### src/rtl/mem_bus_decoder.sv
// Data-memory bus decoder: maps one load/store at a time onto four windowed slave regions,
// applies per-region wait states and returns a registered ready/error handshake.
module mem_bus_decoder #(
  parameter int unsigned           DATA_WIDTH = 32,
  parameter int unsigned           ADDR_WIDTH = 32,
  parameter logic [ADDR_WIDTH-1:0] BASE0      = 32'h7FFF_EEFC,
  parameter logic [ADDR_WIDTH-1:0] LAST0      = 32'h7FFF_FFFF,
  parameter int unsigned           WAIT0      = 1,
  parameter logic [ADDR_WIDTH-1:0] BASE1      = 32'h1001_002C,
  parameter logic [ADDR_WIDTH-1:0] LAST1      = 32'h1001_003F,
  parameter int unsigned           WAIT1      = 0,
  parameter logic [ADDR_WIDTH-1:0] BASE2      = 32'h1001_0024,
  parameter logic [ADDR_WIDTH-1:0] LAST2      = 32'h1001_002B,
  parameter int unsigned           WAIT2      = 0,
  parameter logic [ADDR_WIDTH-1:0] BASE3      = 32'h0040_0000,
  parameter logic [ADDR_WIDTH-1:0] LAST3      = 32'h0040_0FFF,
  parameter int unsigned           WAIT3      = 2
) (
  input  logic                    clk,
  input  logic                    rst_n,
  input  logic                    cpu_req,
  input  logic                    cpu_we,
  input  logic [ADDR_WIDTH-1:0]   cpu_addr,
  input  logic [DATA_WIDTH-1:0]   cpu_wdata,
  output logic [DATA_WIDTH-1:0]   cpu_rdata,
  output logic                    cpu_ready,
  output logic                    cpu_err,
  output logic [3:0]              slv_sel,
  output logic [1:0]              slv_idx,
  output logic                    slv_re,
  output logic                    slv_we,
  output logic [ADDR_WIDTH-1:0]   slv_addr,
  output logic [DATA_WIDTH-1:0]   slv_wdata,
  input  logic [4*DATA_WIDTH-1:0] slv_rdata
);

  typedef enum logic [1:0] {StIdle, StAccess, StDone, StErr} state_e;

  logic [ADDR_WIDTH-1:0] base  [4];
  logic [ADDR_WIDTH-1:0] last  [4];
  logic [7:0]            waits [4];
  logic [DATA_WIDTH-1:0] rd_slice [4];

  assign base[0]  = BASE0;
  assign base[1]  = BASE1;
  assign base[2]  = BASE2;
  assign base[3]  = BASE3;
  assign last[0]  = LAST0;
  assign last[1]  = LAST1;
  assign last[2]  = LAST2;
  assign last[3]  = LAST3;
  assign waits[0] = 8'(WAIT0);
  assign waits[1] = 8'(WAIT1);
  assign waits[2] = 8'(WAIT2);
  assign waits[3] = 8'(WAIT3);

  for (genvar g = 0; g < 4; g++) begin : g_slice
    assign rd_slice[g] = slv_rdata[g*DATA_WIDTH +: DATA_WIDTH];
  end

  state_e                state_q, state_d;
  logic [7:0]            cnt_q, cnt_d;
  logic [3:0]            sel_q, sel_d;
  logic [1:0]            idx_q, idx_d;
  logic [ADDR_WIDTH-1:0] addr_q, addr_d;
  logic [DATA_WIDTH-1:0] wdata_q, wdata_d;
  logic [DATA_WIDTH-1:0] rdata_q, rdata_d;
  logic                  we_q, we_d;

  logic                  hit;
  logic [1:0]            hit_idx;

  // Scan from the top so the lowest matching index is the one left standing.
  always_comb begin
    hit     = 1'b0;
    hit_idx = 2'd0;
    for (int i = 3; i >= 0; i--) begin
      if ((cpu_addr >= base[i]) && (cpu_addr <= last[i])) begin
        hit     = 1'b1;
        hit_idx = 2'(i);
      end
    end
  end

  always_comb begin
    state_d = state_q;
    cnt_d   = cnt_q;
    sel_d   = sel_q;
    idx_d   = idx_q;
    addr_d  = addr_q;
    wdata_d = wdata_q;
    rdata_d = rdata_q;
    we_d    = we_q;
    unique case (state_q)
      StIdle: begin
        if (cpu_req) begin
          we_d = cpu_we;
          if (hit) begin
            cnt_d   = waits[hit_idx];
            sel_d   = 4'b0001 << hit_idx;
            idx_d   = hit_idx;
            addr_d  = cpu_addr - base[hit_idx];
            wdata_d = cpu_wdata;
            state_d = StAccess;
          end else begin
            state_d = StErr;
          end
        end
      end
      StAccess: begin
        if (cnt_q != 8'd0) begin
          cnt_d = cnt_q - 8'd1;
        end else begin
          rdata_d = we_q ? '0 : rd_slice[idx_q];
          state_d = StDone;
        end
      end
      StDone:  state_d = StIdle;
      StErr:   state_d = StIdle;
      default: state_d = StIdle;
    endcase
  end

  always_ff @(posedge clk) begin
    if (!rst_n) begin
      state_q <= StIdle;
      cnt_q   <= '0;
      sel_q   <= '0;
      idx_q   <= '0;
      addr_q  <= '0;
      wdata_q <= '0;
      rdata_q <= '0;
      we_q    <= 1'b0;
    end else begin
      state_q <= state_d;
      cnt_q   <= cnt_d;
      sel_q   <= sel_d;
      idx_q   <= idx_d;
      addr_q  <= addr_d;
      wdata_q <= wdata_d;
      rdata_q <= rdata_d;
      we_q    <= we_d;
    end
  end

  // Strobes are gated by state so DONE/ERR never drive a slave.
  always_comb begin
    slv_sel   = (state_q == StAccess) ? sel_q : 4'b0000;
    slv_idx   = idx_q;
    slv_addr  = addr_q;
    slv_wdata = wdata_q;
    slv_re    = (state_q == StAccess) && !we_q;
    slv_we    = (state_q == StAccess) && we_q && (cnt_q == 8'd0);
    cpu_ready = (state_q == StDone) || (state_q == StErr);
    cpu_err   = (state_q == StErr);
    cpu_rdata = (state_q == StDone) ? rdata_q : '0;
  end

endmodule
### config.mk
export PLATFORM = sky130hd
export DESIGN_NAME = mem_bus_decoder
export DESIGN_NICKNAME = d
export VERILOG_FILES = /design/src/rtl/mem_bus_decoder.sv
export SDC_FILE = /design/constraint.sdc
export NUM_CORES = 1
export LEC_CHECK = 0
export CAP_MARGIN = 10
export CORE_ASPECT_RATIO = 1.25
export CORE_UTILIZATION = 39
export CTS_CLUSTER_SIZE = 20
export DETAILED_ROUTE_END_ITERATION = 6
export PLACE_DENSITY_LB_ADDON = 0.05
export SYNTH_ARGS = -nofsm -noshare
export SYNTH_HDL_FRONTEND = slang
export SYNTH_SLANG_ARGS = --single-unit
### constraint.sdc
create_clock -name clk -period 4.5 [get_ports clk]
set_clock_uncertainty 0.2 [all_clocks]
set_input_delay 0.9 -clock clk [delete_from_list [all_inputs] [get_ports clk]]
set_output_delay 0.9 -clock clk [all_outputs]
set_load 0.03 [all_outputs]
==> flow_summary.yaml <==
status:
  status: "complete, no violations"
yosys:
  yosysWarningCount: 0
  yosysUniqueCellTypes: 65
  ys.flop_type: "dfxtp_1"
  synth_edf_count: 0
  avgSynthCellArea_um2: 8.47
  ys_seq_elements: 113
  ys_seq_area_frac: 0.335
  syn-instance-count: 798
  syn-cell-area_um2: 6760
  synth_nets: 1027
  synthArstFlopShare: 0
clocking:
  clk_path_buf_depth: 2
  postCtsHoldBufs: 0
  h-tree-depth: 4
  clk_latency_ns: 0.41
  cts_sinks: 113
  cts_tree: "yes"
  cts_inserted_buffers: 17
  cts_root_buffer: "clkbuf_16"
  path_clk_slew_ns: 0.06
global_route:
  grt_start_max_net_pins: 45
  grt-ovfl-total: 0
  grt_pass1_vias: 7353
  grt_pass1_wl_mm: 38.5
  grt_usage: 0.278
  antenna_found_initial: 2
routing:
  drt.antenna.violating_nets: 0
  first_pass_iters: 4
  drt_iter0_markers: 372
  via_count: 7550
  drc: 0
  viasPerCell: 5.29
  wl_mm: 25.5
  avgRoutedWirePerCell_um: 17.9
place:
  placed_area_um2: 10700
  dpl.hpwl_mm: 19.4
  portBuffers: 301
  place_congestion: 0.943
timing:
  worst_pin_slew_ns: 1.10
  setup_tns_ns: 0
  min_period_ns: 4.45
  fin_crit_sh: 0.989
  hold_viol_final: 0
  timing.fmax_mhz: 225
  slew_headroom: 0.259
  slew_violations: 0
  setup_violations: 0
layout:
  area_delta_synth_final_pct: 71.7
  stdcell_area_um2: 11600
  nNetsFinal: 1421
  drive_gt1_frac: 0.192
min_path:
  hold-path-endpoint: "sel_q[3]$_SDFFE_PN0P_"
  hold_depth: 2
  min_path_type: "reg2reg"
  hp-start: "sel_q[3]$_SDFFE_PN0P_"
power_and_ir_drop:
  power.leakage_nw: 4.54
  clockPowerShare: 0.400
  intPower_mw: 2.32
  seqPwrFrac: 0.349
  switching_share: 0.291
  p_switching_mw: 0.953
  max-vdd-ir-drop_mv: 0.183
  power_density_nw_per_um2: 282
  p_comb_frac: 0.251
worst_setup_path:
  rr_startpoint: "cnt_q[4]$_SDFFE_PN0P_"
  worst-path-max-fanout: 5
  r2r_cells: 5
  cp_data_required_time_ns: 4.61
  cp_top_family: "simple AND/OR/NAND/NOR gates"
  crit_chain: "dlygate4sd2_1 -> or4_4 -> nor3_4 -> and4_4 -> a21oi_2 -> inv_1 -> ha_2 -> inv_1 -> ha_2 -> fa_2 -> nand2b_4 -> a211oi_4 -> o31a_1 -> o211ai_1 -> a21oi_2 -> o22ai_2 -> xor2_1 -> o21ai_1"
  r2r-end: "rdata_q[26]$_SDFFE_PN0P_"
  worst_setup_path_end_kind: "register"
  cpMaxStageDelayCell: "or4_4"
  max_stage_delay_ns: 0.54
  arrival_ns: 4.56
  worstSetupStartpointType: "primary input"
  cp.buffers_inverters: 3
  critPathKind: "in2reg"
  rrSetupSlack_ns: 1.65
die:
  num_rows: 53
  core_um2: 16900
  die_width_um: 120
  io_pins: 302
  die-area_um2: 17900
  die_h_um: 149
  initial_core_util: 0.399
job:
  cap_violations: 0
[tightest hold or removal path: cells and delay by family (launching register included)]
family	cells	cell delay (ns)
DFF	1	0.30
and+or+nand+nor	1	0.05
AOI/OAI and AO/OA	1	0.05
[cell usage in the layout (no fill, tap or decap), types with 9 or more instances in the layout]
| master | count |
|---|---|
| a21oi_1 | 74 |
| o21ai_0 | 18 |
| nor2_1 | 65 |
| a21o_1 | 9 |
| and2_1 | 40 |
| nor3_1 | 12 |
| ha_1 | 28 |
| nand4_1 | 9 |
| xnor2_1 | 11 |
| mux4_2 | 32 |
| clkbuf_16 | 17 |
| a22oi_1 | 33 |
| dfxtp_1 | 112 |
| clkdlybuf4s50_1 | 290 |
| dlymetal6s2s_1 | 9 |
| o21a_1 | 13 |
| nand2_1 | 120 |
| buf_4 | 121 |
| nand3_1 | 17 |
| inv_1 | 15 |
[synth_stat cells, drive strengths merged, types with 12 or more instances]
library cell  count  area, um^2
nor2             67         251
dfxtp           113        2260
and2             41         257
xnor2            12         105
o21a             13        97.6
mux4             32         721
nand2           121         454
a22oi            33         248
nor3             14        81.3
nand3            17        85.1
ha               32         400
a21oi            80         400
inv              17        63.8
o21ai            27         135
clkbuf           45         169
[metrics by stage]
step | util | setup slack [ns] | hold WS, ns | std cells | total power [mW]
4_1_cts | 0.676 | 0.00422 | 0.248 | 1420 | 3.30
3_5_place_dp | 0.635 | -0.647 | 0.242 | 1381 | 1.97
5_1_grt | 0.686 | -0.140 | 0.265 | 1425 | 3.44
2_1_floorplan | - | -0.0440 | 0.227 | 798 | 1.60
6_report | 0.686 | 0.0485 | 0.244 | 1426 | 3.27
3_3_place_gp | 0.635 | -0.555 | 0.236 | 1381 | 1.96
[final cells by class]
| cell class | instances | area, um^2 |
|---|---|---|
| diodes | 1 | 2.50 |
| clock buffers | 20 | 437 |
| clock inverters | 12 | 136 |
| fillers | 1436 | 5310 |
| inverters | 17 | 67.6 |
| multi-input cells | 619 | 4450 |
| flip-flops and latches | 113 | 2260 |
| well taps | 220 | 275 |
| repair buffers | 424 | 3970 |
[flip-flops by register name, summed over array words and instances, names as in the netlist]
register,cells
we_q,1
sel_q,4
slv_wdata,32
slv_idx,2
slv_addr,32
cnt_q,8
rdata_q,32
state_q,2
[cell families (layout without fill, tap and decap cells)]
family / Yosys count / in the layout / synth area share
fa+ha+maj: 33 / 33 / 0.0622
other cells: 0 / 1 / 0
compound gates: 209 / 209 / 0.199
xor+xnor: 19 / 19 / 0.0246
buf+inv: 66 / 473 / 0.0370
mux: 35 / 35 / 0.111
simple gates: 323 / 323 / 0.231
flops: 113 / 113 / 0.335
[worst max-delay path by stage]
stage                            start                         to  slack, ns  cells past startpoint
after detailed placement  cpu_addr[13]  slv_addr[29]$_SDFFE_PN0P_      -0.65                     16
after floorplan           cpu_addr[17]  slv_addr[29]$_SDFFE_PN0P_      -0.04                     15
after global placement    cpu_addr[10]  slv_addr[29]$_SDFFE_PN0P_      -0.56                     16
after global routing      cpu_addr[21]  slv_addr[28]$_SDFFE_PN0P_      -0.14                     18
final                     cpu_addr[12]  slv_addr[28]$_SDFFE_PN0P_       0.05                     18
after CTS                 cpu_addr[17]  slv_addr[28]$_SDFFE_PN0P_      0.004                     18
[metal layers]
| metal | GRT usage | wire [um] | up-vias |
|---|---|---|---|
| li1 | - | - | 3683 |
| met1 | 0.291 | 9480 | 3569 |
| met2 | 0.519 | 13500 | 237 |
| met3 | 0.0696 | 1530 | 59 |
| met4 | 0.129 | 913 | 2 |
| met5 | 0 | 13 | - |
[timing repair]
item	4_1_cts	5_1_grt
setup buffers	7	5
resized for setup	23	32
pin swaps	16	20
endpoints found under the setup margin	15	17
hold endpoints to repair	0	0
[power groups by stage]
stage | Combinational, mW | Clock (mW) | Sequential (mW)
after global routing | 0.903 | 1.38 | 1.15
after floorplan | 0.458 | 0 | 1.14
after detailed placement | 0.807 | 0 | 1.16
after global placement | 0.803 | 0 | 1.16
after CTS | 0.819 | 1.34 | 1.14
final | 0.819 | 1.31 | 1.14
No activity file was read; power rests on OpenSTA's default activity.
